--- src/rtl/fetch_pkg.sv ---
// Shared fetch-stage types: FSM state, buffer entry layout and default
// parameters for instr_fetch_stage and its fetch_fifo.
package fetch_pkg;

    typedef enum logic [1:0] {
        IDLE   = 2'd0,
        RUN    = 2'd1,
        HALTED = 2'd2
    } fetch_state_t;

    localparam int unsigned DEF_BUF_DEPTH = 2;
    localparam logic [63:0] DEF_RESET_PC  = 64'h0;

    // 96-bit buffer entry: instruction word plus its word address
    typedef struct packed {
        logic [31:0] instr;
        logic [63:0] pc;
    } fetch_entry_t;

endpackage

--- src/rtl/fetch_fifo.sv ---
// Fetch buffer FIFO of fetch_entry_t with synchronous flush.
// Ports: clk, rst, flush, push/wdata, pop/rdata (zero when empty), empty, count.
module fetch_fifo
    import fetch_pkg::*;
#(
    parameter int unsigned DEPTH = DEF_BUF_DEPTH
) (
    input  logic                       clk,
    input  logic                       rst,
    input  logic                       flush,
    input  logic                       push,
    input  fetch_entry_t               wdata,
    input  logic                       pop,
    output fetch_entry_t               rdata,
    output logic                       empty,
    output logic [$clog2(DEPTH):0]     count
);

    localparam int unsigned AW = $clog2(DEPTH);
    localparam logic [AW:0] FULL_CNT = (AW+1)'(DEPTH);
    localparam logic [AW-1:0] PTR_ONE = AW'(1);

    fetch_entry_t  mem [DEPTH];
    logic [AW-1:0] wr_ptr;
    logic [AW-1:0] rd_ptr;
    logic          do_push;
    logic          do_pop;

    assign empty   = (count == '0);
    assign do_pop  = pop && !empty;
    assign do_push = push && ((count != FULL_CNT) || do_pop);
    assign rdata   = empty ? '0 : mem[rd_ptr];

    always_ff @(posedge clk) begin
        if (rst || flush) begin
            wr_ptr <= '0;
            rd_ptr <= '0;
            count  <= '0;
        end else begin
            if (do_push) wr_ptr <= wr_ptr + PTR_ONE;
            if (do_pop)  rd_ptr <= rd_ptr + PTR_ONE;
            count <= count + (AW+1)'(do_push) - (AW+1)'(do_pop);
        end
    end

    always_ff @(posedge clk) begin
        if (do_push && !flush && !rst) mem[wr_ptr] <= wdata;
    end

endmodule

--- src/rtl/instr_fetch_stage.sv ---
// Instruction fetch stage: PC/FSM, single-cycle imem interface, fetch buffer.
// Ports: clk, rst, halt, redirect/redirect_pc, imem_req/addr/rdata,
// out_valid/ready/instr/pc; FETCH_PERF_EN adds perf_fetched/perf_redirects.
module instr_fetch_stage
    import fetch_pkg::*;
#(
    parameter logic [63:0] RESET_PC  = DEF_RESET_PC,
    parameter int unsigned BUF_DEPTH = DEF_BUF_DEPTH
) (
    input  logic        clk,
    input  logic        rst,
    input  logic        halt,
    input  logic        redirect,
    input  logic [63:0] redirect_pc,
    output logic        imem_req,
    output logic [63:0] imem_addr,
    input  logic [31:0] imem_rdata,
    output logic        out_valid,
    input  logic        out_ready,
    output logic [31:0] out_instr,
    output logic [63:0] out_pc
`ifdef FETCH_PERF_EN
    ,
    output logic [31:0] perf_fetched,
    output logic [31:0] perf_redirects
`endif
);

    localparam int unsigned CW = $clog2(BUF_DEPTH) + 1;

    fetch_state_t state;
    logic [63:0]  pc;
    logic [63:0]  inflight_pc;
    logic         inflight;
    logic [CW-1:0] count;
    logic [CW:0]  occupancy;
    logic         empty;
    logic         pop;
    logic         push;
    fetch_entry_t head;
    fetch_entry_t tail;

    assign out_valid = !empty;
    assign out_instr = head.instr;
    assign out_pc    = head.pc;
    assign pop       = out_valid && out_ready;
    // A response is dropped (never written) if a redirect lands with it
    assign push      = inflight && !redirect;
    assign tail      = '{instr: imem_rdata, pc: inflight_pc};

    // Slots committed after this edge; a pop this cycle frees its slot
    // early so a full-rate stream does not bubble.
    assign occupancy = {1'b0, count} + (CW+1)'(inflight) - (CW+1)'(pop);

    assign imem_req  = (state == RUN) && !redirect &&
                       (occupancy < (CW+1)'(BUF_DEPTH));
    assign imem_addr = pc;

    fetch_fifo #(
        .DEPTH (BUF_DEPTH)
    ) u_fifo (
        .clk   (clk),
        .rst   (rst),
        .flush (redirect),
        .push  (push),
        .wdata (tail),
        .pop   (pop),
        .rdata (head),
        .empty (empty),
        .count (count)
    );

    always_ff @(posedge clk) begin
        if (rst) begin
            state       <= IDLE;
            pc          <= RESET_PC;
            inflight    <= 1'b0;
            inflight_pc <= '0;
        end else begin
            inflight <= imem_req;
            if (imem_req) inflight_pc <= pc;
            if (redirect)      pc <= redirect_pc;
            else if (imem_req) pc <= pc + 64'd1;
            unique case (state)
                IDLE:    state <= RUN;
                RUN:     if (halt && !redirect) state <= HALTED;
                HALTED:  if (!halt || redirect) state <= RUN;
                default: state <= IDLE;
            endcase
        end
    end

`ifdef FETCH_PERF_EN
    always_ff @(posedge clk) begin
        if (rst) begin
            perf_fetched   <= '0;
            perf_redirects <= '0;
        end else begin
            if (pop && (perf_fetched != 32'hFFFF_FFFF))
                perf_fetched <= perf_fetched + 32'd1;
            if (redirect && (perf_redirects != 32'hFFFF_FFFF))
                perf_redirects <= perf_redirects + 32'd1;
        end
    end
`endif

endmodule

--- config.mk ---
export PLATFORM = sky130hd
export DESIGN_NAME = instr_fetch_stage
export DESIGN_NICKNAME = d
export VERILOG_FILES = /design/src/rtl/fetch_pkg.sv /design/src/rtl/fetch_fifo.sv /design/src/rtl/instr_fetch_stage.sv
export SDC_FILE = /design/constraint.sdc
export NUM_CORES = 1
export LEC_CHECK = 0
export ABC_CLOCK_PERIOD_IN_PS = 16500
export CORE_MARGIN = 4
export CORE_UTILIZATION = 56
export CTS_CLUSTER_DIAMETER = 40
export DETAILED_ROUTE_END_ITERATION = 16
export PLACE_DENSITY = 0.86
export RECOVER_POWER = 25
export SETUP_SLACK_MARGIN = 0.4
export SYNTH_ARGS = -nofsm -noshare
export SYNTH_HDL_FRONTEND = slang
export SYNTH_SLANG_ARGS = --single-unit
--- constraint.sdc ---
create_clock -name clk -period 16.5 [get_ports clk]
set_input_delay 2.475 -clock clk [delete_from_list [all_inputs] [get_ports clk]]
set_output_delay 2.475 -clock clk [all_outputs]
set_load 0.01 [all_outputs]
Word-level counts from Yosys, hierarchy flattened
Memory sizes are Yosys's and may differ from the RTL's. A register that Yosys moved wholly into a read port is not among the register bits.
Index checks and enable logic that the tools add are counted.
Operators by class
  reduce and logical (&&, ||, !) cells: 20
  eq/ne operators: 5
  add/sub/neg operators: 7
  $lt $le $gt $ge: 1
  muxes and demuxes: 10
Operator list (count)
  $mux W64: 2
  $mux W96: 1
  $add A64 B1 Y64 const B: 1
  $logic_and A1 B1 Y1: 9
  $pmux W2 S3: 1
  $logic_not A1 Y1: 4
  $logic_not A2 Y1: 2
  $mux W1: 4
  $mux W2: 2
  $ne A2 B2 Y1 const B: 2
  $add A2 B1 Y3: 1
  $logic_or A1 B1 Y1: 3
  $lt A3 B2 Y1 const B: 1
  $sub A3 B1 Y3: 1
  $add A1 B1 Y1 const B: 2
  $add A2 B1 Y2: 1
  $eq A2 B1 Y1 const B: 1
  $eq A2 B2 Y1 const B: 1
  $ne A2 B1 Y1 const B: 1
  $reduce_and A2 Y1: 1
  $reduce_bool A2 Y1: 1
  $sub A2 B1 Y2: 1
Storage, ports and cells
  word-level logic and storage cells: 51
  memory bits (writable): 192
  output and inout bits: 162
  memories: 1
  input port bits: 101
  register bits after elaboration: 135
Memories
  u_fifo.mem: words 2, width 96, rd ports 1, clocked after Yosys merged registers in 1, wr ports 1, RTL line fetch_fifo.sv:23  | fetch_entry_t mem [DEPTH];

Longest topological paths before layout
Gate-level depths: netlist of run 1.
  depth in word-level cells: 10
  gate-level depth with buffers: 16
  mapped depth without buffers: 13

Modules after synthesis
A second synthesis of run 1 with hierarchy kept.
Unflattened totals
  cells, all modules: 1277
  area total of the unflattened synthesis: 13805.7 µm²
By module, submodules not included
  fetch_fifo: area an instance 7513.5 µm², instances 1, cells an instance 431
  instr_fetch_stage: area an instance 6292.3 µm², instances 1, cells an instance 846

Least setup slack after synthesis of run 1
OpenSTA, ideal clock, no wires.
  kind: input to register
  start: in rst
  end: mem u_fifo.mem[0][0] (netlist bit), enable pin
  setup time: 688 ps
  stages: 3
  arrival time: 9834 ps
  path buffers: 2
  setup slack: 5978 ps
  cells stage by stage: clkbuf_1 clkbuf_1 nor3b_1
On the way
  longest elaborated chain between the ends: 4
RTL lines
  start: declaration: RTL line instr_fetch_stage.sv:11  | input logic rst,
  $logic_not A1 Y1: RTL line fetch_fifo.sv:47  | if (do_push && !flush && !rst) mem[wr_ptr] <= wdata;
  $logic_and A1 B1 Y1: RTL line fetch_fifo.sv:47
  $mux W1: RTL line fetch_fifo.sv:47
  $mux W1 (implied by the code): RTL line fetch_fifo.sv:47
  end: declaration: RTL line fetch_fifo.sv:23
Every way passes these cells.

Final worst setup path of run 1
  start: in out_ready
  end: out imem_req
On the way
  longest elaborated chain between the ends: 4
RTL lines
  start: declaration: RTL line instr_fetch_stage.sv:19  | input logic out_ready,
  $logic_and A1 B1 Y1: RTL line instr_fetch_stage.sv:46  | assign pop = out_valid && out_ready;
  $sub A3 B1 Y3: RTL line instr_fetch_stage.sv:53  | assign occupancy = {1'b0, count} + (CW+1)'(inflight) - (CW+1)'(pop);
  $lt A3 B2 Y1: RTL line instr_fetch_stage.sv:56  | (occupancy < (CW+1)'(BUF_DEPTH));
  $logic_and A1 B1 Y1: RTL line instr_fetch_stage.sv:55  | assign imem_req = (state == RUN) && !redirect &&
  end: declaration: RTL line instr_fetch_stage.sv:15  | output logic imem_req,
Every way passes these cells.

==> metrics, run 1 <==
FMAX 0.110 GHz; worst-skew pair later-pin latency 0.52 ns; Antenna Nets Post-Route 0; crit path max fanout 74; Detailed Place HPWL 23,900 µm; CP endpoint kind output port; status finished clean; Async S/R FF share, synth 0%; Least-Margin Pin Slew 1.25 ns; Leakage 0.00594 µW; DR vias/cell 5.94; placed inst area 0.0166 mm²; gpl congestion 0.880; TritonCTS clock tree built; row count 57; port bufs 262; Post-Synth Adder-Cell Area 0.505%; initial antenna violation count 1; arrival time worst endpoint 6.64 ns; EDFF count, synth 192; CTS max path bufs 3; Synth area leader edfxtp_1; worst hold start inflight_pc[41]$_SDFFE_PP0P_; Max Cap Viol 0; drt drc 0; total power 1880 µW; die area 0.0273 mm²; CP dominant cell by count clkdlybuf4s50_1; Worst Skew 0.0138 ns; xor/xnor share of the synthesized area 1.07%; most frequent cell after synthesis nand2_1; crit path buf inv count 3; die height 165 µm; synthesized area per cell 10.7 µm²; unrepaired setup endpoints after global routing false; Peak VDD IR 0.0000663 V; post-synthesis compound-gate area fraction 9.56%; Post-synth top flop edfxtp_1; Hold Path End u_fifo.mem[0][41]$_DFFE_PP_; final hold violation count 0; Worst Hold Class flop to flop; Mapped Cells 1,301; WP data required 14.03 ns; drt first pass iters 6; total wire length 37,300 µm; synth warn 0; Commonest cells post-synth nand2_1, edfxtp_1, nor2_1, dfxtp_1, a21oi_1; slowest stage delay, CP 0.79 ns; # IOs 263; Yosys reg bits 328; crit path time final 9.12 ns; post-synth cell types 58; CTS resizes 0; share of cells above drive strength 1 6.32%; hold path depth 0; largest net degree at the start of global routing 99; Post-CTS Setup Bufs 0; critical-path cell list clkdlybuf4s50_1 -> nor2b_1 -> ha_1 -> nand2b_1 -> fa_1 -> nor4bb_1 -> nand2_4 -> inv_2 -> clkdlybuf4s50_1; Final Setup Violations 0; vias in the first global route 10,800; Post-Syn Area 0.0139 mm²; worst r2r dst imem_addr[41]$_SDFFE_PP0P_; sequential cell area fraction in the yosys report 61.2%; clock tree root driver cell clkbuf_16; Synth area leaders edfxtp_1, dfxtp_1, mux2i_1; family with the most delay on the worst path buffers and inverters; first-pass GRT wire length 57,200 µm; H-tree depth 2; Synth Net Count 1,407; worst hold slack 0.453 ns; relative slew slack 16.3%; setup tns final 0 ns; Congestion Overflow GR 0; drt wl/cell 19.9 µm; simple-gate area share of the yosys netlist 17.3%; R2R Path Start u_fifo.count[1]$_SDFF_PP0_; Worst R2R Path Depth 14; Num CTS Buffers 39; combinational family with the most area after synthesis simple AND/OR/NAND/NOR gates; GRT Util Overall 26.4%; PD cells 105 mW/mm²; fin crit share 55.3%; P&R area growth vs syn 29.2%; Starting Density 57.0%; post-cts hold buffer count 0; chip width 165 µm; fin nets 1,627; multiplexer area fraction after synthesis 7.25%; critical path launch point type input pin; slowest stage cell, crit path inv_2; Pins Over Slew Limit 0; setup slack, reg-to-reg 11.48 ns; Vias 11,100; Clock transition at path regs 0.06 ns; core box area 0.0243 mm²; Iter 0 DRT Violations 1,375; Design Area, Final 0.0179 mm²; Synth top area share 41.6%; CTS Sinks 328; CP Class input pin to output port
-- metrics by stage --
stage / util, % / worst slack, ns / cells
after global routing: 73.7 / 7.19 / 1876
after global placement: 68.3 / 7.61 / 1804
final: 73.7 / 7.38 / 1876
after floorplan: - / 5.98 / 1301
after CTS: 73.7 / 7.45 / 1875
after detailed placement: 68.3 / 7.49 / 1804
-- cell usage in the layout, fill, tap and decap left out, types with 18 or more instances in the layout --
cell type	n
clkdlybuf4s50_1	238
nand2_1	199
edfxtp_1	192
nor2_1	151
dfxtp_1	135
a21oi_1	108
mux2i_1	97
clkbuf_16	41
o21ai_0	39
a31oi_1	33
nand4_1	32
nand3_1	29
dlygate4sd3_1	22
nor3_1	18
-- registers in the layout (all words and copies together) (netlist names), named ones only --
name / cells
inflight: 1
imem_addr: 64
u_fifo.rd_ptr: 1
u_fifo.wr_ptr: 1
u_fifo.mem: 192
state: 2
inflight_pc: 64
u_fifo.count: 2
-- worst max path at each step --
stage / end / startpoint / cells past startpoint / slack (ns)
2_1_floorplan: u_fifo.mem[0][0]$_DFFE_PP_ / rst / 3 / 5.98
3_3_place_gp: imem_req / out_ready / 9 / 7.61
3_5_place_dp: imem_req / out_ready / 9 / 7.49
4_1_cts: imem_req / out_ready / 9 / 7.45
5_1_grt: imem_req / out_ready / 9 / 7.19
6_report: imem_req / out_ready / 9 / 7.38
-- worst register-to-register path, stage by stage, from the launching register on --
cell,delay [ns]
dfxtp_1,0.45
nor2_4,0.05
nor2b_1,0.13
ha_1,0.23
nand2b_1,0.15
fa_1,0.49
nor4bb_1,0.54
nand2_4,0.59
inv_2,0.82
buf_4,0.55
nand2_1,0.43
inv_1,0.20
nand2_1,0.07
a21oi_1,0.14
a311o_1,0.13
-- area by class of cell --
class                      count  area (µm²)
clock buffer                  52        1120
tap                          324         405
timing repair buffer         271        2680
clock inverter                19         185
sequential                   328        8490
inverter                      16        60.1
fill                        1561        6400
antenna                        1        2.50
multi-input combinational    865        4970
-- cell families after synthesis --
kind of cell,Yosys count
mux,100
buf+inv,108
xor+xnor,17
compound gates,228
simple gates,515
fa+ha+maj,5
flops,328
-- layer usage --
metal | vias up | global-route usage, % | part of all wire (%)
met1 | 5247 | 34.7 | 39
met2 | 655 | 43.2 | 48
met5 | - | 0 | 0
met3 | 96 | 5.93 | 9.8
met4 | 0 | 9.90 | 3.4
li1 | 5139 | - | -
-- report_power, final --
group	internal, µW	leakage, µW	total, µW	switching, µW
combinational	59.4	0.00224	125	66.0
clock	514	0.000640	849	335
sequential	879	0.00305	905	25.9
total	1450	0.00594	1880	427
No activity file was read; power rests on OpenSTA's default activity.
==> run 2, diff against run 1 <==
--- a/config.mk
+++ b/config.mk
@@ -5,12 +5,12 @@
 export SDC_FILE = /design/constraint.sdc
 export NUM_CORES = 1
 export LEC_CHECK = 0
-export ABC_CLOCK_PERIOD_IN_PS = 16500
+export ABC_CLOCK_PERIOD_IN_PS = 8500
 export CORE_MARGIN = 4
-export CORE_UTILIZATION = 56
+export CORE_UTILIZATION = 52
 export CTS_CLUSTER_DIAMETER = 40
 export DETAILED_ROUTE_END_ITERATION = 16
-export PLACE_DENSITY = 0.86
+export PLACE_DENSITY = 0.81
 export RECOVER_POWER = 25
 export SETUP_SLACK_MARGIN = 0.4
 export SYNTH_ARGS = -nofsm -noshare
==> constraint.sdc (replaced) <==
create_clock -name clk -period 8.5 [get_ports clk]
set_input_delay 1.275 -clock clk [delete_from_list [all_inputs] [get_ports clk]]
set_output_delay 1.275 -clock clk [all_outputs]
set_load 0.01 [all_outputs]
==> run 2 against run 1 <==
Critical path depth unchanged. Sequential cell count did not move. Combinational power rose by 95%. Sequential power grew 94%. Clock skew increased by 0.0095 ns. Routed wire length grew 1.2%. Sequential share of layout area fell by 0.21 points. Highest routed layer is now met5.
==> metrics, run 2 (synthesized netlist as in run 1, its figures left out) <==
final std cells w/o fill 1,888 (+0.64%); Starting Density 53.1% (-4.0 points); Switch Pwr 833 µW (+95%); drt drc 0 (unchanged); total power 3710 µW (+98%); Max Cap Viol 0 (unchanged); met1 WL 15,100 µm (+3.5%); setup slack, reg-to-reg 3.94 ns (-7.54 ns); arrival time worst endpoint 4.51 ns (-2.13 ns); worst r2r dst imem_addr[41]$_SDFFE_PP0P_; status finished clean; Least-Margin Pin Slew 1.14 ns (-0.113 ns); vias in the first global route 10,700 (-0.89%); total wire length 37,700 µm (+1.2%); worst hold slack 0.448 ns (-0.00452 ns); P&R area growth vs syn 29.8%; critical path launch point type input pin; Detailed Place HPWL 24,400 µm (+2.0%); port bufs 262 (unchanged); flip-flop count of the largest register after layout 192 (unchanged); H-tree depth 2 (unchanged); fin crit share 68.1%; hold path depth 0 (unchanged); largest net degree at the start of global routing 99 (unchanged); Antenna Nets Post-Route 0 (unchanged); die height 171 µm (+3.6%); multi-input logic area 0.00498 mm² (+0.13%); relative slew slack 23.9% (+7.7 points); Clock transition at path regs 0.06 ns (about the same); sw frac 22.4% (-0.26 points); Seq. cell area 0.00849 mm² (unchanged); CTS max path bufs 3 (unchanged); crit path time final 5.79 ns; initial antenna violation count 1 (unchanged); met3 WL 3430 µm (-6.5%); share of cells above drive strength 1 6.37% (+0.056 points); FILL cells 1,887 (+21%); Leakage 0.00598 µW (+0.68%); Post-CTS Setup Bufs 0 (unchanged); setup tns final 0 ns (unchanged); Seq pwr share 47.3% (-0.8 points); die area 0.0293 mm² (+7.3%); TritonCTS clock tree built; clock tree root driver cell clkbuf_16; R2R Path Start u_fifo.count[1]$_SDFF_PP0_; met2 WL 18,000 µm (+1.2%); GRT Util Overall 24.8% (-1.6 points); Final Setup Violations 0 (unchanged); drt wl/cell 20.0 µm (+0.55%); Worst Hold Class flop to flop; WP data required 7.22 ns (-6.81 ns); Vias 11,100 (-0.31%); Combinational Power Share 6.6% (about the same); Iter 0 DRT Violations 871 (-37%); final hold violation count 0 (unchanged); Max Used Layer met5; worst hold start inflight_pc[57]$_SDFFE_PP0P_; Ant. Diodes 0 (-1); commonest non-fill, non-tap cell in the layout clkdlybuf4s50_1; post-cts hold buffer count 0 (unchanged); core box area 0.0261 mm² (+7.5%); Hold Path End u_fifo.mem[1][57]$_DFFE_PP_; CTS Sinks 328 (unchanged); unrepaired setup endpoints after global routing false; Largest Register u_fifo.mem; drt first pass iters 6 (unchanged); Cells after DPL 1,816 (+0.67%); Congestion Overflow GR 0 (unchanged); first-pass GRT wire length 58,500 µm (+2.1%); CTS resizes 0 (unchanged); fin nets 1,628 (+0.061%); internal power 2880 µW (+98%); FMAX 0.173 GHz; DR vias/cell 5.88 (-0.95%); chip width 171 µm (+3.6%); worst-skew pair later-pin latency 0.53 ns (about the same); Pins Over Slew Limit 0 (unchanged); CP endpoint kind output port; PD cells 206 mW/mm² (+97%); CP Class input pin to output port; Worst Skew 0.0233 ns (+0.00951 ns); Peak VDD IR 0.000119 V (+79%); # IOs 263 (unchanged); gpl congestion 0.879 (-0.10%); Num CTS Buffers 39 (unchanged); Worst R2R Path Depth 14 (unchanged); row count 59 (+3.5%); crit path max fanout 55 (-26%); commonest non-fill, non-tap cells in the layout clkdlybuf4s50_1, nand2_1, edfxtp_1, nor2_1, dfxtp_1; Clock power frac 46.1% (+0.9 points)
## run 2: worst max path at each step
stage,to,startpoint,slack (ns),depth (start not counted)
finish,imem_req,out_ready,2.71,9
global route,imem_req,out_ready,2.46,9
CTS,imem_req,out_ready,2.74,9
detailed placement,imem_addr[54]$_SDFFE_PP0P_,out_ready,2.72,12
global placement,imem_req,out_ready,2.80,9
floorplan,u_fifo.mem[0][0]$_DFFE_PP_,rst,2.62,3
## run 2: worst max-delay path: stages
cell             delay (ns)
clkdlybuf4s50_1        0.51
nor2b_1                0.15
ha_1                   0.23
nand2b_1               0.16
fa_1                   0.47
nor4bb_1               0.50
nand2_4                0.49
inv_2                  0.16
clkdlybuf4s50_1        0.55
## run 2: per-layer routing
layer  vias up  global-route usage [%]
li1       5168                       -
met1      5259                    33.2
met2       578                    40.4
met3        95                    5.19
met4         2                    8.99
met5         -                       0
## run 2: power by group through the flow
stage / registers [µW] / clock network, µW / logic [µW]
after floorplan: 1780 / 0 / 111
after global placement: 1790 / 0 / 237
after detailed placement: 1790 / 0 / 243
after CTS: 1760 / 1740 / 245
after global routing: 1760 / 1810 / 263
final: 1760 / 1710 / 244
## run 2: per-stage QoR
stage                     setup WS, ns  cell area, µm²  utilization [%]
after floorplan                   2.62           13900                -
after global placement            2.80           16600             63.7
after detailed placement          2.72           16600             63.7
after CTS                         2.74           18000             68.9
after global routing              2.46           18000             68.9
final                             2.71           18000             68.9
## run 2: cell type report
type / count / area share (%)
Sequential cell: 328 / 47.2
Multi-Input combinational cell: 865 / 27.7
Timing Repair Buffer: 272 / 14.9
Clock buffer: 53 / 6.42
Tap cell: 335 / 2.33
Clock inverter: 19 / 1.12
Inverter: 16 / 0.334
